--- config.mk ---
export PLATFORM = sky130hd
export DESIGN_NAME = dec_gpr_wb_arb
export DESIGN_NICKNAME = d
export VERILOG_FILES = /design/src/rtl/dec_gpr_wb_arb_pkg.sv /design/src/rtl/dec_gpr_wb_fifo.sv /design/src/rtl/dec_gpr_wb_arb.sv
export SDC_FILE = /design/constraint.sdc
export NUM_CORES = 1
export LEC_CHECK = 0
export BUFFER_PORTS_ARGS = -buffer_cell sky130_fd_sc_hd__buf_2
export CAP_MARGIN = 20
export CORE_ASPECT_RATIO = 1.1
export CORE_UTILIZATION = 30
export CTS_CLUSTER_SIZE = 16
export DETAILED_ROUTE_END_ITERATION = 7
export PLACE_DENSITY = 0.63
export SYNTH_ARGS = -nofsm -noshare
export SYNTH_HDL_FRONTEND = slang
export SYNTH_SLANG_ARGS = --single-unit
--- constraint.sdc ---
create_clock -name clk -period 3.8 [get_ports clk]
set_input_delay 0.38 -clock clk [delete_from_list [all_inputs] [get_ports clk]]
set_output_delay 0.38 -clock clk [all_outputs]
set_load 0.1 [all_outputs]
--- src/rtl/dec_gpr_wb_arb_pkg.sv ---
// Shared types for the GPR writeback arbiter: the writeback entry layout,
// the round-robin priority encoding and a GPR one-hot decode helper.
package dec_gpr_wb_arb_pkg;

    localparam int XLEN  = 64;
    localparam int NREGS = 32;

    typedef struct packed {
        logic [4:0]      waddr;
        logic [XLEN-1:0] data;
    } wb_entry_t;

    // Which long-latency source wins when both request in the same cycle.
    typedef enum logic {
        RR_NB  = 1'b0,
        RR_DIV = 1'b1
    } rr_pri_e;

    // One-hot decode of a GPR index, dropping x0, which is never written.
    function automatic logic [NREGS-1:1] decode_gpr(input logic [4:0] waddr);
        logic [NREGS-1:0] onehot;
        onehot        = '0;
        onehot[waddr] = 1'b1;
        return onehot[NREGS-1:1];
    endfunction

endpackage

--- src/rtl/dec_gpr_wb_fifo.sv ---
// In-order queue of pending long-latency GPR writebacks. The head is presented
// combinationally, and a per-GPR pending vector is derived from the valid slots.
module dec_gpr_wb_fifo
    import dec_gpr_wb_arb_pkg::*;
#(
    parameter int DEPTH = 4
) (
    input  logic        clk,
    input  logic        rst_l,
    input  logic        push,
    input  wb_entry_t   push_entry,
    input  logic        pop,
    output logic        head_valid,
    output wb_entry_t   head,
    output logic        full,
    output logic        busy,
    output logic [30:0] pend_vec
);

    localparam int AW = $clog2(DEPTH);
    localparam int CW = AW + 1;

    logic [AW-1:0]    wr_ptr;
    logic [AW-1:0]    rd_ptr;
    logic [CW-1:0]    count;
    logic [DEPTH-1:0] valid;
    logic [DEPTH-1:0] valid_nxt;
    logic             do_push;
    logic             do_pop;
    wb_entry_t        mem [DEPTH];

    assign full    = (count == CW'(DEPTH));
    assign busy    = (count != '0);
    assign do_push = push & ~full;
    assign do_pop  = pop & valid[rd_ptr];

    assign head_valid = valid[rd_ptr];
    assign head       = mem[rd_ptr];

    // NOTE: payload storage has no reset; the valid bits alone define occupancy,
    // so clearing them is enough to discard every entry.
    always_ff @(posedge clk) begin
        if (do_push) begin
            mem[wr_ptr] <= push_entry;
        end
    end

    // NOTE: every variable driven in a combinational block gets a default first,
    // otherwise an unassigned path infers a latch.
    always_comb begin
        valid_nxt = valid;
        if (do_pop) begin
            valid_nxt[rd_ptr] = 1'b0;
        end
        if (do_push) begin
            valid_nxt[wr_ptr] = 1'b1;
        end
    end

    // NOTE: state registers use non-blocking assignments so that every flop
    // samples pre-edge values regardless of statement order.
    always_ff @(posedge clk or negedge rst_l) begin
        if (!rst_l) begin
            wr_ptr <= '0;
            rd_ptr <= '0;
            count  <= '0;
            valid  <= '0;
        end else begin
            valid <= valid_nxt;
            if (do_push) begin
                wr_ptr <= wr_ptr + AW'(1);
            end
            if (do_pop) begin
                rd_ptr <= rd_ptr + AW'(1);
            end
            unique case ({do_push, do_pop})
                2'b10:   count <= count + CW'(1);
                2'b01:   count <= count - CW'(1);
                default: count <= count;
            endcase
        end
    end

    always_comb begin
        pend_vec = '0;
        for (int i = 0; i < DEPTH; i++) begin
            if (valid[i]) begin
                pend_vec = pend_vec | decode_gpr(mem[i].waddr);
            end
        end
    end

endmodule

--- src/rtl/dec_gpr_wb_arb.sv ---
// GPR writeback arbiter: two registered in-order pipe ports plus a third port
// draining a shared queue fed round-robin by the load-return and divider sources.
module dec_gpr_wb_arb
    import dec_gpr_wb_arb_pkg::*;
#(
    parameter int DEPTH = 4
) (
    input  logic            clk,
    input  logic            rst_l,
    input  logic            i0_wen,
    input  logic [4:0]      i0_waddr,
    input  logic [XLEN-1:0] i0_wd,
    input  logic            i1_wen,
    input  logic [4:0]      i1_waddr,
    input  logic [XLEN-1:0] i1_wd,
    input  logic            nb_valid,
    input  logic [4:0]      nb_waddr,
    input  logic [XLEN-1:0] nb_wd,
    output logic            nb_ready,
    input  logic            div_valid,
    input  logic [4:0]      div_waddr,
    input  logic [XLEN-1:0] div_wd,
    output logic            div_ready,
    output logic            wen0,
    output logic [4:0]      waddr0,
    output logic [XLEN-1:0] wd0,
    output logic            wen1,
    output logic [4:0]      waddr1,
    output logic [XLEN-1:0] wd1,
    output logic            wen2,
    output logic [4:0]      waddr2,
    output logic [XLEN-1:0] wd2,
    output logic [30:0]     pend_vec,
    output logic            busy
);

    rr_pri_e   pri;
    logic      live;
    logic      full;
    logic      head_valid;
    logic      conflict;
    logic      grant_nb;
    logic      grant_div;
    logic      push;
    wb_entry_t acc_entry;
    wb_entry_t head;

    always_ff @(posedge clk or negedge rst_l) begin
        if (!rst_l) begin
            wen0   <= 1'b0;
            waddr0 <= '0;
            wd0    <= '0;
            wen1   <= 1'b0;
            waddr1 <= '0;
            wd1    <= '0;
        end else begin
            wen0   <= i0_wen & (i0_waddr != 5'd0);
            waddr0 <= i0_waddr;
            wd0    <= i0_wd;
            wen1   <= i1_wen & (i1_waddr != 5'd0);
            waddr1 <= i1_waddr;
            wd1    <= i1_wd;
        end
    end

    // live holds off all grants during reset and for the first cycle after it.
    assign grant_nb  = nb_valid & (~div_valid | (pri == RR_NB));
    assign grant_div = div_valid & ~grant_nb;
    assign nb_ready  = grant_nb & live & ~full;
    assign div_ready = grant_div & live & ~full;

    always_comb begin
        acc_entry = '{waddr: div_waddr, data: div_wd};
        if (nb_ready) begin
            acc_entry = '{waddr: nb_waddr, data: nb_wd};
        end
    end

    // Writes to x0 complete the handshake but never occupy a slot.
    assign push = (nb_ready | div_ready) & (acc_entry.waddr != 5'd0);

    always_ff @(posedge clk or negedge rst_l) begin
        if (!rst_l) begin
            pri  <= RR_NB;
            live <= 1'b0;
        end else begin
            live <= 1'b1;
            if (nb_ready) begin
                pri <= RR_DIV;
            end else if (div_ready) begin
                pri <= RR_NB;
            end
        end
    end

    dec_gpr_wb_fifo #(
        .DEPTH(DEPTH)
    ) u_fifo (
        .clk        (clk),
        .rst_l      (rst_l),
        .push       (push),
        .push_entry (acc_entry),
        .pop        (wen2),
        .head_valid (head_valid),
        .head       (head),
        .full       (full),
        .busy       (busy),
        .pend_vec   (pend_vec)
    );

    // The in-order pipes own the GPR this cycle; the queued write waits behind them.
    assign conflict = (wen0 & (waddr0 == head.waddr)) | (wen1 & (waddr1 == head.waddr));
    assign wen2     = head_valid & ~conflict;
    assign waddr2   = head_valid ? head.waddr : '0;
    assign wd2      = head_valid ? head.data : '0;

endmodule

Yosys cells after proc, flatten, opt, wreduce, memory -nomap -nowiden --
Memory sizes are Yosys's and may differ from the RTL's. Cells that the tools add are included.
Cells by class: reduce and logical (&&, ||, !) cells 12, add/sub/neg operators 4, multiplexer cells 28, magnitude comparators 12, equality and inequality tests 5, bitwise logic cells 28
Operator list (number):
- $mux 31 | 4
- $or 31x31->31 | 3
- $mux 69 | 1
- $mux 64 | 1
- $lt 5x6->1 const B | 4
- $demux 1 s5 | 4
- $ge 5x1->1 const B | 4
- $reduce_bool 5->1 | 3
- $and 1x1->1 | 14
- $mux 1 | 11
- $eq 5x5->1 | 2
- $mux 4 | 2
- $logic_and 1x1->1 | 6
- $lt 2x3->1 const B | 2
- $pmux 3 s2 | 1
- $mux 5 | 1
- $not 1->1 | 5
- $add 2x1->2 const B | 2
- $and 4x4->4 | 1
- $demux 1 s2 | 2
- $ge 2x1->1 const B | 2
- $not 4->4 | 1
- $or 4x4->4 | 1
- $reduce_bool 2->1 | 2
- other kinds (8) | 10
Storage, ports and cells: bits of input ports 282, memories 1, flip-flop bits (word level) 153, bits in writable memories 276, output and inout port bits 244
Memory list:
- u_fifo.mem | words 4, bits a word 69, rd ports 5, clocked after Yosys merged registers in 0, wr ports 1, RTL line dec_gpr_wb_fifo.sv:30 | wb_entry_t mem [DEPTH];

Depth between registers and ports, before layout --
Gate-level depths: netlist of run 1.
word-level depth 12, mapped depth 12, mapped depth without buffers 11

Modules after synthesis --
From an unflattened synthesis of run 1, not the netlist that was laid out.
Unflattened totals: cells, all modules 911, area, all modules 17174.0 um^2
Modules (own cells, without submodules):
- dec_gpr_wb_fifo | seq. area each 8563.2 um^2, area an instance 11813.8 um^2, times used 1, cells an instance 581
- dec_gpr_wb_arb | seq. area each 3553.4 um^2, area an instance 5360.1 um^2, times used 1, cells an instance 330

Least setup slack after synthesis of run 1 --
Ideal clock, no wire load.
path type register to register, start reg u_fifo.count[0], end reg u_fifo.valid[0], library setup time 0.072 ns, required time 3.728 ns, stages on the path, launching flop included 7, path buffers 1, arrival 3.277 ns, slack 0.451 ns, cells stage by stage dfrtp_1 > inv_1 > a31oi_1 > a21boi_1 > clkbuf_1 > and2_1 > o32a_1
Between the ends: cells in the longest elaborated chain, start to end 8
Ends and longest elaborated chain:
- start: declaration | RTL line dec_gpr_wb_fifo.sv:25 | logic [CW-1:0] count;
- start signal: assignment | RTL line dec_gpr_wb_fifo.sv:77 | 2'b10: count <= count + CW'(1);
- start signal: assignment | RTL line dec_gpr_wb_fifo.sv:78 | 2'b01: count <= count - CW'(1);
- start signal: assignment | RTL line dec_gpr_wb_fifo.sv:79 | default: count <= count;
- $eq 3x3->1 (*) | RTL line dec_gpr_wb_fifo.sv:32 | assign full = (count == CW'(DEPTH));
- $not 1->1 (*) | RTL line dec_gpr_wb_fifo.sv:34, dec_gpr_wb_arb.sv:69, dec_gpr_wb_arb.sv:70
- $and 1x1->1 | RTL line dec_gpr_wb_arb.sv:69 | assign nb_ready = grant_nb & live & ~full;
- $mux 69 | RTL line dec_gpr_wb_arb.sv:74 | if (nb_ready) begin
- $reduce_bool 5->1 | RTL line dec_gpr_wb_arb.sv:80 | assign push = (nb_ready | div_ready) & (acc_entry.waddr != 5'd0);
- $and 1x1->1 | RTL line dec_gpr_wb_arb.sv:80
- $and 1x1->1 (*) | RTL line dec_gpr_wb_fifo.sv:34 | assign do_push = push & ~full;
- $mux 4 (*) | RTL line dec_gpr_wb_fifo.sv:55 | if (do_push) begin
- via u_fifo.valid_nxt[0] | RTL line dec_gpr_wb_fifo.sv:27 | logic [DEPTH-1:0] valid_nxt;
- end signal: assignment | RTL line dec_gpr_wb_fifo.sv:69 | valid <= valid_nxt;
- end: declaration | RTL line dec_gpr_wb_fifo.sv:26 | logic [DEPTH-1:0] valid;
Mark *: on every way through the listed nets, which the timed path passes. The rest lies on a longest branch. A chain may end at the register's enable or synchronous reset.

Worst setup path in the final report of run 1 --
start reg u_fifo.rd_ptr[1], end out wd2[55]
Between the ends: cells in the longest elaborated chain, start to end 3
Ends and longest elaborated chain:
- start: declaration | RTL line dec_gpr_wb_fifo.sv:24 | logic [AW-1:0] rd_ptr;
- start signal: assignment | RTL line dec_gpr_wb_fifo.sv:74 | rd_ptr <= rd_ptr + AW'(1);
- $bmux 1 s2 | RTL line dec_gpr_wb_fifo.sv:37 | assign head_valid = valid[rd_ptr];
- $mux 1 (not written as such) | RTL line dec_gpr_wb_fifo.sv:37
- $mux 64 (*) | RTL line dec_gpr_wb_arb.sv:115 | assign wd2 = head_valid ? head.data : '0;
- end: declaration | RTL line dec_gpr_wb_arb.sv:32 | output logic [XLEN-1:0] wd2,
Mark *: on every way between the ends. The rest lies on a longest branch, timed or not. The select of a mux whose other input is x is not followed.

==> results of run 1 <==
cells in the final DEF (no fill, tap or decap), types with 11 or more instances in the layout:
cell                            count
sky130_fd_sc_hd__a221o_1           11
sky130_fd_sc_hd__clkbuf_16         49
sky130_fd_sc_hd__nor2b_1           70
sky130_fd_sc_hd__buf_4             13
sky130_fd_sc_hd__mux2_2            70
sky130_fd_sc_hd__buf_2            523
sky130_fd_sc_hd__o22ai_1           11
sky130_fd_sc_hd__nor2_1            24
sky130_fd_sc_hd__edfxtp_1         276
sky130_fd_sc_hd__nand2_1           15
sky130_fd_sc_hd__nand3b_1          13
sky130_fd_sc_hd__inv_1             20
sky130_fd_sc_hd__mux4_2            69
sky130_fd_sc_hd__dlygate4sd3_1    139
sky130_fd_sc_hd__o221ai_1          21
sky130_fd_sc_hd__a21oi_1           15
sky130_fd_sc_hd__dfrtp_1          151
cell usage after synthesis, types with 13 or more instances:
| master | instances | area, µm² |
|---|---|---|
| sky130_fd_sc_hd__mux4_2 | 69 | 1550 |
| sky130_fd_sc_hd__clkbuf_1 | 31 | 116 |
| sky130_fd_sc_hd__nand3b_1 | 13 | 97.6 |
| sky130_fd_sc_hd__nand2_1 | 15 | 56.3 |
| sky130_fd_sc_hd__nor2_1 | 24 | 90.1 |
| sky130_fd_sc_hd__nor2b_1 | 70 | 438 |
| sky130_fd_sc_hd__o221ai_1 | 21 | 184 |
| sky130_fd_sc_hd__a21oi_1 | 15 | 75.1 |
| sky130_fd_sc_hd__edfxtp_1 | 276 | 8290 |
| sky130_fd_sc_hd__mux2_2 | 70 | 788 |
| sky130_fd_sc_hd__dfrtp_1 | 153 | 3830 |
| sky130_fd_sc_hd__inv_1 | 20 | 75.1 |
routing by layer:
layer  GRT usage [%]  routed length (µm)  up-vias
met2            28.1               23800      430
met4            4.65                 996        0
met3            4.36                3670       75
li1                -                   -     4938
met5               0                   0        -
met1            24.0               21800     5714
final cells by class:
cell class / count / area, µm² / area share, %
inverter: 20 / 75.1 / 0.323
timing repair buffer: 683 / 4260 / 18.3
clock buffer: 57 / 1300 / 5.57
tap: 736 / 921 / 3.96
multi-input combinational: 425 / 4350 / 18.7
clock inverter: 27 / 245 / 1.05
antenna: 1 / 2.50 / 0.0108
sequential: 429 / 12100 / 52.1
power groups by stage:
stage	clock (µW)	combinational, µW	sequential [µW]
finish	4520	9370	5930
global route	4810	9760	5980
CTS	4640	9470	5930
detailed placement	0	9330	6020
global placement	0	9320	5990
floorplan	0	6890	6470
through the flow:
step           hold WS [ps]  utilization (%)  instances  cell area, µm²  total power (µW)
3_5_place_dp            386             37.0       2154           20300             15300
4_1_cts                14.0             42.3       2377           23300             20000
6_report               55.8             42.4       2378           23300             19800
5_1_grt                36.7             42.3       2377           23300             20600
2_1_floorplan          84.4                -        918           16700             13400
3_3_place_gp            370             37.0       2154           20300             15300
flip-flops by register name, summed over array words and instances (netlist names), 2 cells and up:
register,flops
u_fifo.count,3
u_fifo.mem,276
u_fifo.rd_ptr,2
u_fifo.valid,4
u_fifo.wr_ptr,2
waddr0,5
waddr1,5
wd0,64
wd1,64
path summary, 6_finish.rpt:
kind                                   endpoint  slack (ps)
worst max-delay path                    wd2[55]         470
worst min-delay path                       wen1          60
worst max register to register  u_fifo.count[2]         770
worst min register to register  u_fifo.count[0]         490
max in group asynchronous               wd0[18]        2500
min in group asynchronous               wd1[43]         340
timing repair:
action,4_1_cts,5_1_grt
hold buffers,139,0
endpoints found under the hold margin,190,0
setup buffers,0,0
worst reg2reg max path, stage by stage (launching register included):
cell and delay [ps]:
sky130_fd_sc_hd__dfrtp_4 540, sky130_fd_sc_hd__mux4_2 600, sky130_fd_sc_hd__xnor2_1 150, sky130_fd_sc_hd__and2_1 200, sky130_fd_sc_hd__a21o_4 250, sky130_fd_sc_hd__nor2_1 110, sky130_fd_sc_hd__ha_1 190, sky130_fd_sc_hd__inv_1 60
sky130_fd_sc_hd__fa_1 370, sky130_fd_sc_hd__xor2_1 150, sky130_fd_sc_hd__nor2_1 120, sky130_fd_sc_hd__xor2_1 190
kinds of logic after synthesis:
| family | share of synthesized area [%] |
|---|---|
| adder cells (fa/ha/maj) | 0.794 |
| other | 0.0225 |
| AND/OR/NAND/NOR | 6.18 |
| multiplexers | 14.1 |
| AO/OA/AOI/OAI | 4.05 |
| flip-flops | 72.6 |
| XOR/XNOR | 0.734 |
| buffers and inverters | 1.56 |
==> run summary, run 1 <==
Status
• **result of the run** finished, final reports clean

Route
• **Initial DRT Pass Iterations** 5
• **via-per-instance ratio** 4.69
• **Routed wire per std cell** 21.1 µm
• **final wirelength** 50300 µm
• **total number of vias** 11200
• **Routed Antenna Nets** 0
• **DR DRC count** 0
• **first-iteration detailed-routing DRC count** 804

STA
• **number of max-slew violations in the final report** 0
• **Final Cycle Share** 87.6%
• **worst-case headroom to the max-slew limit** 41.1%
• **final hold violations** 0
• **Setup-failing EPs final** 0
• **slew at the pin closest to its max-slew limit** 881 ps
• **timing-limited maximum frequency** 301 MHz
• **post-layout minimum cycle time** 3330 ps
• **PnR worst setup slack** 473 ps
• **final-layout setup total negative slack** 0 ps
• **clock tree skew after final layout** 29.8 ps
• **RSZ-0062 raised after global routing** no

Worst setup path
• **r2r startpoint** u_fifo.rd_ptr[0]
• **delay contributed by the slowest stage of the critical path** 720 ps
• **Crit. End Element** output pin
• **number of buffer and inverter instances along the worst setup path** 2
• **Worst Setup Path Type** reg -> out
• **CP startpoint kind** flop
• **cell-by-cell listing of the critical path** mux2_2 -> o21ai_4 -> buf_4 -> nor2b_1 -> buf_2
• **endpoint required time on the critical path** 3420 ps
• **Worst Path Max Fanout** 65
• **CP max-delay cell** sky130_fd_sc_hd__buf_4
• **number of logic stages on the critical path including buffering** 5
• **worst setup path startpoint** u_fifo.rd_ptr[1]
• **number of cells on the worst reg-to-reg path** 11
• **Arr. time, crit path** 2950 ps
• **Crit path max-delay family** buffers and inverters

Power and ir drop
• **Max IR drop VDD** 0.756 mV
• **switching fraction of total power** 47.3%
• **clock share of power** 22.8%
• **total internal power** 10400 µW
• **register share of total power** 29.9%
• **PD cells** 851 mW/mm²
• **Static Leakage** 0.00938 µW
• **Net Sw Power** 9380 µW
• **share of power burned in combinational logic** 47.3%

Hold path
• **worst hold-check path type** in -> reg
• **origin of the worst min-delay path** i1_wen
• **Cells on Worst Hold Path** 2

Clocking
• **clock root cell** sky130_fd_sc_hd__clkbuf_16
• **count of clock tree sinks** 429
• **clock buffers created by TritonCTS** 47
• **TritonCTS clock tree** built
• **number of gates given a new drive strength after cts** 0
• **worst skew pair latency** 570 ps
• **clock slew at the register clock pins of the worst setup and hold paths** 60 ps
• **H-Tree Level Count** 2
• **Clock Tree Buf Depth** 3

Placed design
• **worst slack at placement** 799 ps
• **IO Port Bufs** 525
• **gp weighted congestion** 0.910
• **estimated wirelength of the detail-placed design** 34900 µm

Final layout
• **proportion of layout cells with a drive suffix above 1** 47.5%
• **Final nets** 1898
• **fill cell count** 5014
• **layout-stage area growth over the synthesis result** 39.4%

Die
• **floorplan die height** 249 µm
• **die area** 0.0566 mm²
• **starting density of the core** 30.4%
• **Core Area** 0.0550 mm²
• **Row Count** 90
• **Die Wd** 227 µm
• **number of top-level pins** 526

Global route
• **first-pass GRT wire length** 73100 µm
• **initial antenna violation count** 2
• **largest net degree at the start of global routing** 102
• **vias in the first global route** 11600
• **grt total ovfl** 0
• **GRT Total Usage** 17.7%

Logic synthesis
• **cells after synthesis** 918
• **Post-synth top flop** sky130_fd_sc_hd__edfxtp_1
• **number of synthesized flops with an enable pin** 276
• **mean post-synth cell area** 18.2 µm²
• **share of the yosys chip area belonging to registers** 72.6%
• **Post-Syn Nets** 1210
• **number of different library cells in the post-synthesis netlist** 47
• **register bit count reported by yosys** 429
• **proportion of synthesized flip-flops having asynchronous set or reset** 35.7%
• **total number of yosys warnings** 0
• **cell area after synthesis** 0.0167 mm²

Flow run
• **Max-cap violations** 0

Note: power is estimated with default switching activity, not from simulation.
==> run 2, diff against run 1 <==
--- a/config.mk
+++ b/config.mk
@@ -11,7 +11,7 @@
 export CORE_UTILIZATION = 30
 export CTS_CLUSTER_SIZE = 16
 export DETAILED_ROUTE_END_ITERATION = 7
-export PLACE_DENSITY = 0.63
+export PLACE_DENSITY_LB_ADDON = 0.3
 export SYNTH_ARGS = -nofsm -noshare
 export SYNTH_HDL_FRONTEND = slang
 export SYNTH_SLANG_ARGS = --single-unit
==> run 2 against run 1 <==
Clock skew shrank 16 ps. Sequential power is essentially flat. Global-route usage grew 0.21 points. Die area is the same. Design area is essentially flat. Largest cell class unchanged. Highest routed layer unchanged. Clock power is essentially flat. Final cell count grew 0.21%. Worst setup slack lost 110 ps. Maximum frequency shrank 3.3%. Sequential cell count is the same. Power is essentially flat.
==> run summary, run 2 (synthesis results as in run 1) <==
Status
• **result of the run** finished, final reports clean

Final layout
• **post-route insts no fill** 2383
• **proportion of layout cells with a drive suffix above 1** 47.0%
• **final std cell area, no fill** 0.0233 mm²
• **register with the highest flop count** u_fifo.mem
• **layout-stage area growth over the synthesis result** 39.5%
• **most common cell after layout, fill and taps aside** sky130_fd_sc_hd__buf_2
• **Final nets** 1899
• **Top Registers** u_fifo.mem x276, wd0 x64, wd1 x64
• **fill cell count** 5084
• **flip-flop count of the largest register after layout** 276
• **most frequent cells in the layout** sky130_fd_sc_hd__buf_2 (524), sky130_fd_sc_hd__edfxtp_1 (276), sky130_fd_sc_hd__dfrtp_1 (151)

Die
• **Die Wd** 227 µm
• **starting density of the core** 30.4%
• **Core Area** 0.0550 mm²
• **floorplan die height** 249 µm
• **die area** 0.0566 mm²
• **Row Count** 90
• **number of top-level pins** 526

Route
• **first-iteration detailed-routing DRC count** 762
• **final wirelength** 51000 µm
• **total number of vias** 11100
• **DR DRC count** 0
• **Routed Antenna Nets** 0
• **via-per-instance ratio** 4.66
• **Initial DRT Pass Iterations** 5
• **Routed wire per std cell** 21.4 µm

Clocking
• **H-Tree Level Count** 2
• **TritonCTS clock tree** built
• **clock buffers created by TritonCTS** 45
• **worst skew pair latency** 550 ps
• **Clock Tree Buf Depth** 3
• **clock root cell** sky130_fd_sc_hd__clkbuf_16
• **count of clock tree sinks** 429
• **clock slew at the register clock pins of the worst setup and hold paths** 60 ps

STA
• **PnR worst setup slack** 359 ps
• **worst-case headroom to the max-slew limit** 34.9%
• **slew at the pin closest to its max-slew limit** 974 ps
• **final hold violations** 0
• **RSZ-0062 raised after global routing** no
• **number of max-slew violations in the final report** 0
• **final-layout setup total negative slack** 0 ps
• **timing-limited maximum frequency** 291 MHz
• **Setup-failing EPs final** 0
• **clock tree skew after final layout** 13.4 ps
• **Final Cycle Share** 90.6%
• **post-layout minimum cycle time** 3440 ps

Worst setup path
• **cell repeated most along the worst path** sky130_fd_sc_hd__buf_4
• **delay contributed by the slowest stage of the critical path** 740 ps
• **Crit. End Element** output pin
• **end of the worst register-to-register path** u_fifo.mem[1][41]
• **CP max-delay cell** sky130_fd_sc_hd__o21ai_4
• **R2R Setup Slk** 800 ps
• **number of cells on the worst reg-to-reg path** 5
• **Worst Path Max Fanout** 30
• **Arr. time, crit path** 3060 ps
• **cell-by-cell listing of the critical path** buf_4 -> o21ai_4 -> buf_4 -> nor2b_1 -> buf_2
• **Worst Setup Path Type** reg -> out
• **endpoint required time on the critical path** 3420 ps
• **r2r startpoint** u_fifo.count[0]
• **CP startpoint kind** flop

Power and ir drop
• **Max IR drop VDD** 0.839 mV
• **total internal power** 10500 µW
• **switching fraction of total power** 47.1%
• **clock share of power** 22.7%
• **PD cells** 851 mW/mm²
• **Net Sw Power** 9340 µW
• **Static Leakage** 0.00937 µW
• **overall power** 19800 µW
• **share of power burned in combinational logic** 47.6%
• **register share of total power** 29.8%

Hold path
• **worst hold-check path type** in -> reg
• **worst hold path endpoint** pri
• **origin of the worst min-delay path** nb_valid
• **Cells on Worst Hold Path** 3

Placed design
• **Cells after DPL** 2157
• **gp weighted congestion** 0.895
• **placed instance area** 0.0204 mm²
• **IO Port Bufs** 525
• **estimated wirelength of the detail-placed design** 35400 µm
• **worst slack at placement** 735 ps

Global route
• **vias in the first global route** 11500
• **first-pass GRT wire length** 73900 µm
• **largest net degree at the start of global routing** 97
• **GRT Total Usage** 17.9%
• **initial antenna violation count** 2
• **grt total ovfl** 0

Flow run
• **Max-cap violations** 0

-- run 2: changes by cell type in the layout (fill, tap and decap cells not counted), moves of 2 or more --
cell | previous run | this run
sky130_fd_sc_hd__inv_4 | 2 | 0
sky130_fd_sc_hd__diode_2 | 1 | 3
sky130_fd_sc_hd__buf_4 | 13 | 15
sky130_fd_sc_hd__clkinv_2 | 10 | 3
sky130_fd_sc_hd__clkbuf_1 | 4 | 9
sky130_fd_sc_hd__clkinv_1 | 4 | 8
sky130_fd_sc_hd__clkinv_4 | 0 | 2
-- run 2: metrics by stage --
stage,hold slack (ps),utilization (%)
CTS,85.2,42.4
floorplan,84.4,-
global route,99.5,42.4
finish,136,42.4
global placement,478,37.0
detailed placement,482,37.0
-- run 2: power groups by stage --
stage / Clock [µW] / Combinational [µW] / Sequential, µW
floorplan: 0 / 6890 / 6470
global placement: 0 / 9400 / 5970
detailed placement: 0 / 9420 / 6000
CTS: 4630 / 9570 / 5910
global route: 4800 / 9870 / 5960
finish: 4490 / 9430 / 5910
-- run 2: worst max path at each step --
stage / startpoint / to / slack, ps / depth (start not counted)
after global routing: u_fifo.rd_ptr[0] / wd2[31] / 70 / 5
after floorplan: u_fifo.count[0] / u_fifo.valid[0] / 450 / 6
after global placement: u_fifo.rd_ptr[0] / u_fifo.count[2] / 720 / 10
after CTS: u_fifo.rd_ptr[0] / wd2[31] / 190 / 5
after detailed placement: u_fifo.rd_ptr[0] / u_fifo.count[2] / 730 / 10
final: u_fifo.rd_ptr[0] / wd2[31] / 360 / 5
-- run 2: what timing repair did --
item                      in CTS  in global routing
hold endpoints to repair     233                  0
buffers inserted               0                  0
hold buffers                 139                  0
gates resized for setup        0                  0
-- run 2: final cells by class --
class | instances | area, µm² | share of cell area, %
Sequential cell | 429 | 12100 | 52.1
Multi-Input combinational cell | 425 | 4350 | 18.7
Clock buffer | 62 | 1300 | 5.60
Antenna cell | 3 | 7.51 | 0.0322
Inverter | 20 | 75.1 | 0.322
Tap cell | 736 | 921 | 3.95
Timing Repair Buffer | 686 | 4280 | 18.4
Clock inverter | 22 | 225 | 0.967
-- run 2: critical path, delay by kind of cell, from the launching register on --
family	cells	cell delay, ps
buffers and inverters	3	1060
and+or+nand+nor	1	100
DFF	1	540
AOI/OAI and AO/OA	1	740
-- run 2: routing by layer --
| metal | vias up | GRT usage [%] | part of all wire, % |
|---|---|---|---|
| met4 | 0 | 4.34 | 1.6 |
| met3 | 62 | 4.12 | 6.4 |
| met2 | 409 | 28.5 | 48 |
| met5 | - | 0 | 0 |
| met1 | 5689 | 24.6 | 44 |
| li1 | 4938 | - | - |
